===== config.mk =====
export PLATFORM = sky130hd
export DESIGN_NAME = poly_ram_arbiter_flat
export DESIGN_NICKNAME = d
export VERILOG_FILES = /design/src/rtl/poly_ram_arbiter_if.sv /design/src/rtl/poly_ram_arbiter.sv /design/src/flat_wrapper.sv
export SDC_FILE = /design/constraint.sdc
export NUM_CORES = 1
export LEC_CHECK = 0
export ABC_AREA = 1
export CAP_MARGIN = 10
export CORE_AREA = 5 5 483 485
export CTS_CLUSTER_DIAMETER = 60
export DETAILED_ROUTE_END_ITERATION = 10
export DIE_AREA = 0 0 488 490
export PLACE_DENSITY = 0.3
export SETUP_SLACK_MARGIN = 0.05
export SYNTH_ARGS = -nofsm -noshare
export SYNTH_HDL_FRONTEND = slang
export SYNTH_SLANG_ARGS = --single-unit

===== constraint.sdc =====
create_clock -name clk -period 3 [get_ports clk]
set_input_delay 0.3 -clock clk [delete_from_list [all_inputs] [get_ports clk]]
set_output_delay 0.3 -clock clk [all_outputs]
set_load 0.01 [all_outputs]

===== src/rtl/poly_ram_arbiter_if.sv =====
// Bus bundle between polynomial-engine clients, the RAM arbiter and the
// dual-port coefficient RAM. The arbiter sits on the slave modport.
interface poly_ram_arbiter_if #(
   parameter int N_CLIENTS = 4,
   parameter int ADDR_W    = 9,
   parameter int DATA_W    = 96
);
   logic [N_CLIENTS-1:0]        req;
   logic [N_CLIENTS-1:0]        wen;
   logic [N_CLIENTS*ADDR_W-1:0] addr;
   logic [N_CLIENTS*DATA_W-1:0] wdata;
   logic [N_CLIENTS-1:0]        gnt;
   logic [N_CLIENTS-1:0]        rvalid;
   logic [N_CLIENTS*DATA_W-1:0] rdata;

   logic              ram_en_a;
   logic              ram_wen_a;
   logic [ADDR_W-1:0] ram_addr_a;
   logic [DATA_W-1:0] ram_wdata_a;
   logic [DATA_W-1:0] ram_rdata_a;
   logic              ram_en_b;
   logic              ram_wen_b;
   logic [ADDR_W-1:0] ram_addr_b;
   logic [DATA_W-1:0] ram_wdata_b;
   logic [DATA_W-1:0] ram_rdata_b;

   logic              stall_clr;
   logic [15:0]       stall_cnt;

   modport master (
      output req, wen, addr, wdata, ram_rdata_a, ram_rdata_b, stall_clr,
      input  gnt, rvalid, rdata,
      input  ram_en_a, ram_wen_a, ram_addr_a, ram_wdata_a,
      input  ram_en_b, ram_wen_b, ram_addr_b, ram_wdata_b,
      input  stall_cnt
   );

   modport slave (
      input  req, wen, addr, wdata, ram_rdata_a, ram_rdata_b, stall_clr,
      output gnt, rvalid, rdata,
      output ram_en_a, ram_wen_a, ram_addr_a, ram_wdata_a,
      output ram_en_b, ram_wen_b, ram_addr_b, ram_wdata_b,
      output stall_cnt
   );
endinterface


===== src/rtl/poly_ram_arbiter.sv =====
// Two-port arbiter between N polynomial-engine clients and the dual-port
// coefficient RAM, with read-return routing and a stall counter.
module poly_ram_arbiter #(
   parameter int N_CLIENTS = 4,
   parameter int ADDR_W    = 9,
   parameter int DATA_W    = 96,
   parameter int RD_LAT    = 1,
   parameter int RR_EN     = 0
) (
   input logic              clk,
   input logic              rst,
   poly_ram_arbiter_if.slave bus
);
   localparam int IDX_W = $clog2(N_CLIENTS);

   logic [IDX_W-1:0]     r_ptr;
   logic [IDX_W-1:0]     w_ptr;
   logic                 w_a_vld;
   logic                 w_b_vld;
   logic [IDX_W-1:0]     w_a_idx;
   logic [IDX_W-1:0]     w_b_idx;
   logic [IDX_W-1:0]     w_idx;
   logic [IDX_W:0]       w_sum;
   logic [N_CLIENTS-1:0] w_gnt;
   logic                 w_rd_a;
   logic                 w_rd_b;
   logic [15:0]          r_stall_cnt;

   logic                 r_tag_a_vld [RD_LAT];
   logic                 r_tag_b_vld [RD_LAT];
   logic [IDX_W-1:0]     r_tag_a_idx [RD_LAT];
   logic [IDX_W-1:0]     r_tag_b_idx [RD_LAT];
   logic [N_CLIENTS-1:0] w_hit_a;
   logic [N_CLIENTS-1:0] w_hit_b;

   assign w_ptr = (RR_EN != 0) ? r_ptr : '0;

   // Walk clients in priority order from w_ptr; first requester takes port A,
   // next one that does not write the same address as A takes port B.
   always_comb begin
      w_a_vld = 1'b0;
      w_b_vld = 1'b0;
      w_a_idx = '0;
      w_b_idx = '0;
      w_sum   = '0;
      w_idx   = '0;
      for (int k = 0; k < N_CLIENTS; k++) begin
         w_sum = {1'b0, w_ptr} + (IDX_W+1)'(k);
         if (w_sum >= (IDX_W+1)'(N_CLIENTS))
            w_sum = w_sum - (IDX_W+1)'(N_CLIENTS);
         w_idx = w_sum[IDX_W-1:0];
         if (bus.req[w_idx]) begin
            if (!w_a_vld) begin
               w_a_vld = 1'b1;
               w_a_idx = w_idx;
            end else if (!w_b_vld &&
                         !(bus.wen[w_idx] && bus.wen[w_a_idx] &&
                           (bus.addr[w_idx*ADDR_W +: ADDR_W] ==
                            bus.addr[w_a_idx*ADDR_W +: ADDR_W]))) begin
               w_b_vld = 1'b1;
               w_b_idx = w_idx;
            end
         end
      end
   end

   always_comb begin
      w_gnt = '0;
      if (w_a_vld) w_gnt[w_a_idx] = 1'b1;
      if (w_b_vld) w_gnt[w_b_idx] = 1'b1;
   end

   assign bus.gnt         = w_gnt;
   assign bus.ram_en_a    = w_a_vld;
   assign bus.ram_wen_a   = w_a_vld & bus.wen[w_a_idx];
   assign bus.ram_addr_a  = w_a_vld ? bus.addr[w_a_idx*ADDR_W +: ADDR_W]  : '0;
   assign bus.ram_wdata_a = w_a_vld ? bus.wdata[w_a_idx*DATA_W +: DATA_W] : '0;
   assign bus.ram_en_b    = w_b_vld;
   assign bus.ram_wen_b   = w_b_vld & bus.wen[w_b_idx];
   assign bus.ram_addr_b  = w_b_vld ? bus.addr[w_b_idx*ADDR_W +: ADDR_W]  : '0;
   assign bus.ram_wdata_b = w_b_vld ? bus.wdata[w_b_idx*DATA_W +: DATA_W] : '0;

   assign w_rd_a = w_a_vld & ~bus.wen[w_a_idx];
   assign w_rd_b = w_b_vld & ~bus.wen[w_b_idx];

   // One tag lane per RAM port, so the port is implied by the lane.
   generate
      for (genvar gi = 0; gi < RD_LAT; gi++) begin : g_tag
         always_ff @(posedge clk or posedge rst) begin
            if (rst) begin
               r_tag_a_vld[gi] <= 1'b0;
               r_tag_b_vld[gi] <= 1'b0;
               r_tag_a_idx[gi] <= '0;
               r_tag_b_idx[gi] <= '0;
            end else if (gi == 0) begin
               r_tag_a_vld[gi] <= w_rd_a;
               r_tag_b_vld[gi] <= w_rd_b;
               r_tag_a_idx[gi] <= w_a_idx;
               r_tag_b_idx[gi] <= w_b_idx;
            end else begin
               r_tag_a_vld[gi] <= r_tag_a_vld[(gi > 0) ? gi-1 : 0];
               r_tag_b_vld[gi] <= r_tag_b_vld[(gi > 0) ? gi-1 : 0];
               r_tag_a_idx[gi] <= r_tag_a_idx[(gi > 0) ? gi-1 : 0];
               r_tag_b_idx[gi] <= r_tag_b_idx[(gi > 0) ? gi-1 : 0];
            end
         end
      end

      for (genvar gi = 0; gi < N_CLIENTS; gi++) begin : g_ret
         assign w_hit_a[gi] = r_tag_a_vld[RD_LAT-1] &&
                              (r_tag_a_idx[RD_LAT-1] == IDX_W'(gi));
         assign w_hit_b[gi] = r_tag_b_vld[RD_LAT-1] &&
                              (r_tag_b_idx[RD_LAT-1] == IDX_W'(gi));
         assign bus.rdata[gi*DATA_W +: DATA_W] =
            w_hit_a[gi] ? bus.ram_rdata_a :
            w_hit_b[gi] ? bus.ram_rdata_b : '0;
      end
   endgenerate

   assign bus.rvalid = w_hit_a | w_hit_b;

   always_ff @(posedge clk or posedge rst) begin
      if (rst)
         r_ptr <= '0;
      else if ((RR_EN != 0) && w_a_vld)
         r_ptr <= (w_a_idx == IDX_W'(N_CLIENTS-1)) ? '0 : w_a_idx + 1'b1;
   end

   always_ff @(posedge clk or posedge rst) begin
      if (rst)
         r_stall_cnt <= '0;
      else if (bus.stall_clr)
         r_stall_cnt <= '0;
      else if (|(bus.req & ~w_gnt) && (r_stall_cnt != 16'hFFFF))
         r_stall_cnt <= r_stall_cnt + 16'd1;
   end

   assign bus.stall_cnt = r_stall_cnt;
endmodule

===== src/flat_wrapper.sv =====
// flat-port wrapper written by rule: the top's interface ports become plain ports
module poly_ram_arbiter_flat 
#(
   parameter int N_CLIENTS = 4,
   parameter int ADDR_W    = 9,
   parameter int DATA_W    = 96,
   parameter int RD_LAT    = 1,
   parameter int RR_EN     = 0
)
  (clk, rst, bus_req, bus_wen, bus_addr, bus_wdata, bus_ram_rdata_a, bus_ram_rdata_b, bus_stall_clr, bus_gnt, bus_rvalid, bus_rdata, bus_ram_en_a, bus_ram_wen_a, bus_ram_addr_a, bus_ram_wdata_a, bus_ram_en_b, bus_ram_wen_b, bus_ram_addr_b, bus_ram_wdata_b, bus_stall_cnt);
  poly_ram_arbiter_if #(.N_CLIENTS(N_CLIENTS), .ADDR_W(ADDR_W), .DATA_W(DATA_W)) bus_i ();
  input logic clk;
  input logic rst;
  input wire logic [$bits(bus_i.req)-1:0] bus_req;
  input wire logic [$bits(bus_i.wen)-1:0] bus_wen;
  input wire logic [$bits(bus_i.addr)-1:0] bus_addr;
  input wire logic [$bits(bus_i.wdata)-1:0] bus_wdata;
  input wire logic [$bits(bus_i.ram_rdata_a)-1:0] bus_ram_rdata_a;
  input wire logic [$bits(bus_i.ram_rdata_b)-1:0] bus_ram_rdata_b;
  input wire logic [$bits(bus_i.stall_clr)-1:0] bus_stall_clr;
  output wire logic [$bits(bus_i.gnt)-1:0] bus_gnt;
  output wire logic [$bits(bus_i.rvalid)-1:0] bus_rvalid;
  output wire logic [$bits(bus_i.rdata)-1:0] bus_rdata;
  output wire logic [$bits(bus_i.ram_en_a)-1:0] bus_ram_en_a;
  output wire logic [$bits(bus_i.ram_wen_a)-1:0] bus_ram_wen_a;
  output wire logic [$bits(bus_i.ram_addr_a)-1:0] bus_ram_addr_a;
  output wire logic [$bits(bus_i.ram_wdata_a)-1:0] bus_ram_wdata_a;
  output wire logic [$bits(bus_i.ram_en_b)-1:0] bus_ram_en_b;
  output wire logic [$bits(bus_i.ram_wen_b)-1:0] bus_ram_wen_b;
  output wire logic [$bits(bus_i.ram_addr_b)-1:0] bus_ram_addr_b;
  output wire logic [$bits(bus_i.ram_wdata_b)-1:0] bus_ram_wdata_b;
  output wire logic [$bits(bus_i.stall_cnt)-1:0] bus_stall_cnt;
  assign bus_i.req = bus_req;
  assign bus_i.wen = bus_wen;
  assign bus_i.addr = bus_addr;
  assign bus_i.wdata = bus_wdata;
  assign bus_i.ram_rdata_a = bus_ram_rdata_a;
  assign bus_i.ram_rdata_b = bus_ram_rdata_b;
  assign bus_i.stall_clr = bus_stall_clr;
  assign bus_gnt = bus_i.gnt;
  assign bus_rvalid = bus_i.rvalid;
  assign bus_rdata = bus_i.rdata;
  assign bus_ram_en_a = bus_i.ram_en_a;
  assign bus_ram_wen_a = bus_i.ram_wen_a;
  assign bus_ram_addr_a = bus_i.ram_addr_a;
  assign bus_ram_wdata_a = bus_i.ram_wdata_a;
  assign bus_ram_en_b = bus_i.ram_en_b;
  assign bus_ram_wen_b = bus_i.ram_wen_b;
  assign bus_ram_addr_b = bus_i.ram_addr_b;
  assign bus_ram_wdata_b = bus_i.ram_wdata_b;
  assign bus_stall_cnt = bus_i.stall_cnt;
  poly_ram_arbiter #(.N_CLIENTS(N_CLIENTS), .ADDR_W(ADDR_W), .DATA_W(DATA_W), .RD_LAT(RD_LAT), .RR_EN(RR_EN)) u_core (.clk(clk), .rst(rst), .bus(bus_i));
endmodule

### Yosys cells after proc, flatten, opt, wreduce, memory -nomap -nowiden

Index checks and enable logic that the tools add are counted.

| word-level totals | value |
|---|---|
| register bits after elaboration | 22 |
| bits of input ports | 623 |
| output and inout bits | 622 |
| logic and storage cells | 127 |

| operators by class | value |
|---|---|
| $add $sub $neg | 1 |
| $mul | 6 |
| $lt $le $gt $ge | 6 |
| equality and inequality tests | 10 |
| shift-type cells | 6 |
| multiplexer cells | 56 |
| bitwise operators | 10 |
| reductions and logical operators | 27 |

Operators with widths:

| operator | number |
|---|---|
| $mux W96 | 10 |
| $shiftx A384 B10 Y96 | 2 |
| $shiftx A36 B7 Y9 | 4 |
| $mux W16 | 2 |
| $eq A9 B9 Y1 | 3 |
| $mul A2 B4 Y6 const B | 4 |
| $mux W1 | 24 |
| $mux W2 | 10 |
| $logic_and A1 B1 Y1 | 19 |
| $mux W9 | 2 |
| $add A16 B1 Y16 const B | 1 |
| $ne A16 B16 Y1 const B | 1 |
| $lt A2 B3 Y1 const B | 4 |
| $bmux W1 S2 | 4 |
| $eq A2 B2 Y1 const B | 4 |
| $mul A2 B2 Y4 const B | 2 |
| $mux W4 | 2 |
| $or A4 B4 Y4 | 2 |
| $and A1 B1 Y1 | 4 |
| $and A4 B4 Y4 | 1 |
| $demux W1 S2 | 2 |
| $eq A2 B1 Y1 const B | 2 |
| $ge A2 B1 Y1 const B | 2 |
| $logic_not A1 Y1 | 4 |
| other kinds (5) | 7 |

### Longest topological paths before layout

| logic depth | value |
|---|---|
| word-level depth | 29 |
| gate-level depth with buffers | 21 |
| depth with buffers taken out | 20 |

### Worst setup path before layout

Ideal clock, no wire load.

| path | value |
|---|---|
| path type | input-to-output |
| start point | in bus_req[0] |
| end point | out bus_ram_wdata_b[58] |
| arrival time | 2.125 ns |
| required time | 2.700 ns |
| slack | 0.575 ns |
| stages on the path | 19 |
| buffers on the path | 3 |
| cells stage by stage | inv_2 buf_2 nand3_1 nand2_1 xor2_1 nand2_1 nor2_1 nand2_1 nand2_1 nand2_1 nand3_2 nand2_2 nand2_4 inv_4 buf_6 buf_6 nand3_1 nand2_1 a21oi_1 |

| on the way | value |
|---|---|
| cells in the longest elaborated chain, start to end | 20 |
| elaborated cells on any way between the ends | 46 |

Ends and longest elaborated chain:

| item | line | RTL |
|---|---|---|
| start: declaration | flat_wrapper.sv:14 | `input wire logic [$bits(bus_i.req)-1:0] bus_req;` |
| $mux W1 (*) | poly_ram_arbiter.sv:52 | `if (bus.req[w_idx]) begin` |
| $mux W1 | poly_ram_arbiter.sv:53 | `if (!w_a_vld) begin` |
| $mux W1 | poly_ram_arbiter.sv:52 |  |
| $mul A2 B4 Y6 / $bmux W1 S2 (equally long branches) | poly_ram_arbiter.sv:59, poly_ram_arbiter.sv:57 |  |
| $shiftx A36 B7 Y9 / $mux W1 (equally long branches) | poly_ram_arbiter.sv:59, poly_ram_arbiter.sv:57 |  |
| $eq A9 B9 Y1 / $logic_and A1 B1 Y1 (equally long branches) | poly_ram_arbiter.sv:58, poly_ram_arbiter.sv:57 |  |
| $logic_and A1 B1 Y1 | poly_ram_arbiter.sv:57 | `!(bus.wen[w_idx] && bus.wen[w_a_idx] &&` |
| $logic_not A1 Y1 | poly_ram_arbiter.sv:57 |  |
| (+4 left out) | - |  |
| $logic_not A1 Y1 | poly_ram_arbiter.sv:56 | `end else if (!w_b_vld &&` |
| $logic_and A1 B1 Y1 | poly_ram_arbiter.sv:56 |  |
| $mux W2 | poly_ram_arbiter.sv:56 |  |
| $mux W2 | poly_ram_arbiter.sv:53 |  |
| $mux W2 | poly_ram_arbiter.sv:52 |  |
| $mul A2 B2 Y4 | poly_ram_arbiter.sv:81 | `assign bus.ram_wdata_b = w_b_vld ? bus.wdata[w_b_idx*DATA_W +: DATA_W] : '0;` |
| $shiftx A384 B10 Y96 | poly_ram_arbiter.sv:81 |  |
| $mux W96 (*) | poly_ram_arbiter.sv:81 |  |
| end: declaration | flat_wrapper.sv:31 | `output wire logic [$bits(bus_i.ram_wdata_b)-1:0] bus_ram_wdata_b;` |

Mark *: on every way between the ends. The rest lies on a longest branch, timed or not. The select of a mux whose other input is x is not followed.

### Worst setup path in the final report

| path | value |
|---|---|
| start point | in bus_req[0] |
| end point | out bus_ram_wdata_b[90] |

The elaborated chain is that of the path after synthesis.

==> run_results.csv <==
group,metric,value,unit
outcome,status,"finished with violations",
outcome,violations,"setup timing",
worst_setup_path,critPathRequiredTime,2.70,ns
floorplanning,io_pins,1245,
power,vdd_drop_max,0.168,mV
floorplanning,die_h,490,um
worst_hold_path,min_from,"u_core.bus.stall_cnt[3]",
synth,synth.yosys.seq_area_share,4.21,%
finish,area_delta_synth_final,182,%
placement,gp_congestion,0.899,
route,wl_per_cell,27.1,um
clocking,cts.reportedPaths.clkPinSlew,0.07,ns
timing,post-route-period-util,107,%
clocking,cts_tree,"yes",
floorplanning,die_area,0.239,sq mm
power,leakagePower,15.5,nW
worst_setup_path,worstReg2RegStart,"u_core.bus.stall_cnt[2]",
clocking,h-tree-depth,1,
worst_setup_path,path_max_fanout,8,
synth,postSynthAreaPerCell,4.97,sq um
timing,finalWorstSetupSlack,-0.213,ns
timing,tightestPinTransition,0.986,ns
worst_hold_path,hp-class,"reg -> reg",
route,via_per_inst,3.76,
placement,dp_hpwl,162000,um
route,ant_nets,0,
finish,num-nets-final,4816,
timing,setup_viol,102,
global_routing,grt_usage,15.1,%
synth,synth_area_leader_cell,"nand2_1",
route,vias,27200,
synth,synth_area_leaders,"nand2_1, o22ai_1, a21oi_1",
timing,tns,-11.09,ns
synth,yosys.cell_types.count,38,
floorplanning,core_area,0.229,sq mm
route,drt-total-wl,196000,um
job,cap_violations,0,
worst_setup_path,critPathCaptureType,"primary output",
synth,synthCells,2630,
clocking,clock_path_buffers,2,
worst_hold_path,hold_end,"u_core.bus.stall_cnt[3]",
global_routing,grt_overflow_total,0,
timing,fin_skew,0.0145,ns
worst_setup_path,reg2reg_to,"u_core.bus.stall_cnt[11]",
clocking,cts_root_buf,"clkbuf_16",
timing,slew_headroom,34.2,%
global_routing,grt_pass1_wl,254000,um
worst_hold_path,hold_depth,2,
route,drtPass1Iterations,6,
global_routing,grt_pass1_vias,27600,
worst_setup_path,reg2reg_depth,10,
timing,finalHoldViolations,0,
placement,numPortBuffers,1244,
worst_setup_path,arrival,2.91,ns
power,power-per-cell-area,246,mW/mm^2
synth,synth_top_area_share,24.0,%
synth,syn-num-nets,3254,
clocking,clkSinkCount,22,
power,fin_total_pwr,9.08,mW
floorplanning,initial_core_util,5.71,%
floorplanning,num_rows,176,
timing,period_needed,3.21,ns
clocking,clk_latency,0.27,ns
worst_setup_path,startpoint_type,"input port",
finish,drive_gt1_share,29.4,%
timing,grt_setup_unrepaired,"true",
synth,syn_area,0.0131,sq mm
placement,place_area,0.0325,sq mm
global_routing,grt_max_degree,68,
route,drt_iter0_markers,1655,
floorplanning,die_w,488,um
route,drc,0,
global_routing,antenna_found_initial,58,
finish,design_area,0.0369,sq mm
finish,fill_cells,26300,
timing,drv_slew,0,
worst_setup_path,path_class,"in -> out",
clocking,numCtsBuffers,3,
synth,synth-seq-cells,22,
timing,timing.fmax,311,MHz
synth,yosysWarnings,0,
placement,post-place-ws,-1.37,ns
worst_setup_path,rrSetupSlack,1.14,ns
registers in the layout, indices dropped and copies added (netlist names):
register and cells:
u_core.r_tag_a_idx 2, u_core.bus.stall_cnt 16, u_core.r_tag_b_vld 1, u_core.r_tag_b_idx 2
u_core.r_tag_a_vld 1
layer usage:
layer / track usage, % / part of all wire [%]
met3: 3.75 / 7.3
met5: 0 / 0.13
met4: 4.95 / 3.9
met1: 16.3 / 37
met2: 28.4 / 52
cell families after synthesis:
logic type                 after synthesis  synth area share, %
AOI/OAI and AO/OA                      846                 39.0
adders and majority gates                1               0.0957
xor gates and xnor gates                22                 1.47
DFF                                     22                 4.21
buffers and inverters                  538                 17.1
and+or+nand+nor                       1201                 38.0
final cells by class:
| class | count | area [sq um] | area share (%) |
|---|---|---|---|
| inverter | 280 | 1120 | 3.05 |
| clock buffer | 3 | 75.1 | 0.203 |
| tap | 3026 | 3790 | 10.3 |
| clock inverter | 1 | 30.0 | 0.0814 |
| antenna | 22 | 55.1 | 0.149 |
| multi-input combinational | 2071 | 12500 | 33.9 |
| sequential | 22 | 551 | 1.49 |
| timing repair buffer | 1814 | 18800 | 50.8 |
critical path: stages:
cell and delay, ns:
buf_12 0.10, clkinv_8 0.05, buf_12 0.13, nand2_8 0.14
nand2_4 0.09, nand3_1 0.10, nand2_1 0.09, inv_1 0.07
nand3_1 0.08, nor2_2 0.15, nand3_2 0.10, nand2_2 0.10
nand3_4 0.10, nand2_8 0.11, buf_16 0.16, buf_12 0.14
buf_16 0.15, buf_6 0.12, nand3_2 0.06, nand3_2 0.08
nand2_2 0.06, a21oi_4 0.20, buf_12 0.18
placed cells by master (no fill, tap or decap), types with 10 or more instances in the layout:
cell type / instances
nand2_1: 681
nand3_2: 110
nor2_2: 12
buf_8: 21
nand2_2: 110
a311oi_2: 22
o22ai_1: 385
a21oi_2: 89
buf_16: 19
inv_2: 13
nor2_4: 10
buf_6: 93
nand2_4: 48
inv_1: 261
a21oi_1: 212
nor2_1: 32
a21oi_4: 18
dfrtp_1: 22
buf_2: 64
buf_12: 120
nand3_1: 142
nor3_1: 14
nand3_4: 10
buf_4: 412
xor2_1: 19
nand4_1: 22
dlygate4sd2_1: 40
dlymetal6s2s_1: 49
clkdlybuf4s50_1: 956
diode_2: 22
o21ai_0: 26
clkdlybuf4s15_2: 18
a311oi_1: 73
power by group:
group          internal, mW  switching, mW
clock network         0.266          0.131
registers             0.309         0.0183
logic                  3.95           4.41
synthesized netlist by cell type, drive strengths merged:
library cell / count
a32oi: 1
ha: 1
a311oi: 97
o211ai: 1
nand3: 262
a21oi: 319
inv: 278
nor4: 2
a31oi: 1
nor2: 54
nand3b: 1
nor3: 17
o2111ai: 1
and2: 1
xnor2: 2
a211oi: 1
o22ai: 387
xor2: 20
nand2: 842
dfrtp: 22
a21boi: 2
clkbuf: 158
o21ai: 36
buf: 100
clkinv: 2
nand4: 22
worst max path at each step:
stage,startpoint,end,depth (start not counted)
after global routing,bus_req[0],bus_ram_wdata_b[90],23
after CTS,bus_req[1],bus_ram_wdata_b[90],26
after detailed placement,bus_req[0],bus_gnt[3],19
after global placement,bus_req[0],bus_gnt[3],19
final,bus_req[0],bus_ram_wdata_b[90],23
after floorplan,bus_req[0],bus_ram_wdata_b[58],19
repair_timing:
action | in CTS | in global routing
resized for setup | 1053 | 289
buffers inserted | 107 | 52
gates cloned | 16 | 5
setup endpoints to repair | 218 | 207
hold buffers | 0 | 0
pin swaps | 150 | 83
metrics by stage:
stage / hold slack [ns] / utilization, % / std cells
3_3_place_gp: 0.537 / 14.2 / 7050
5_1_grt: 0.615 / 16.1 / 7237
3_5_place_dp: 0.543 / 14.2 / 7050
2_1_floorplan: 0.289 / - / 2630
4_1_cts: 0.568 / 15.5 / 7166
6_report: 0.551 / 16.1 / 7239
Note: power is estimated with default switching activity, not from simulation.
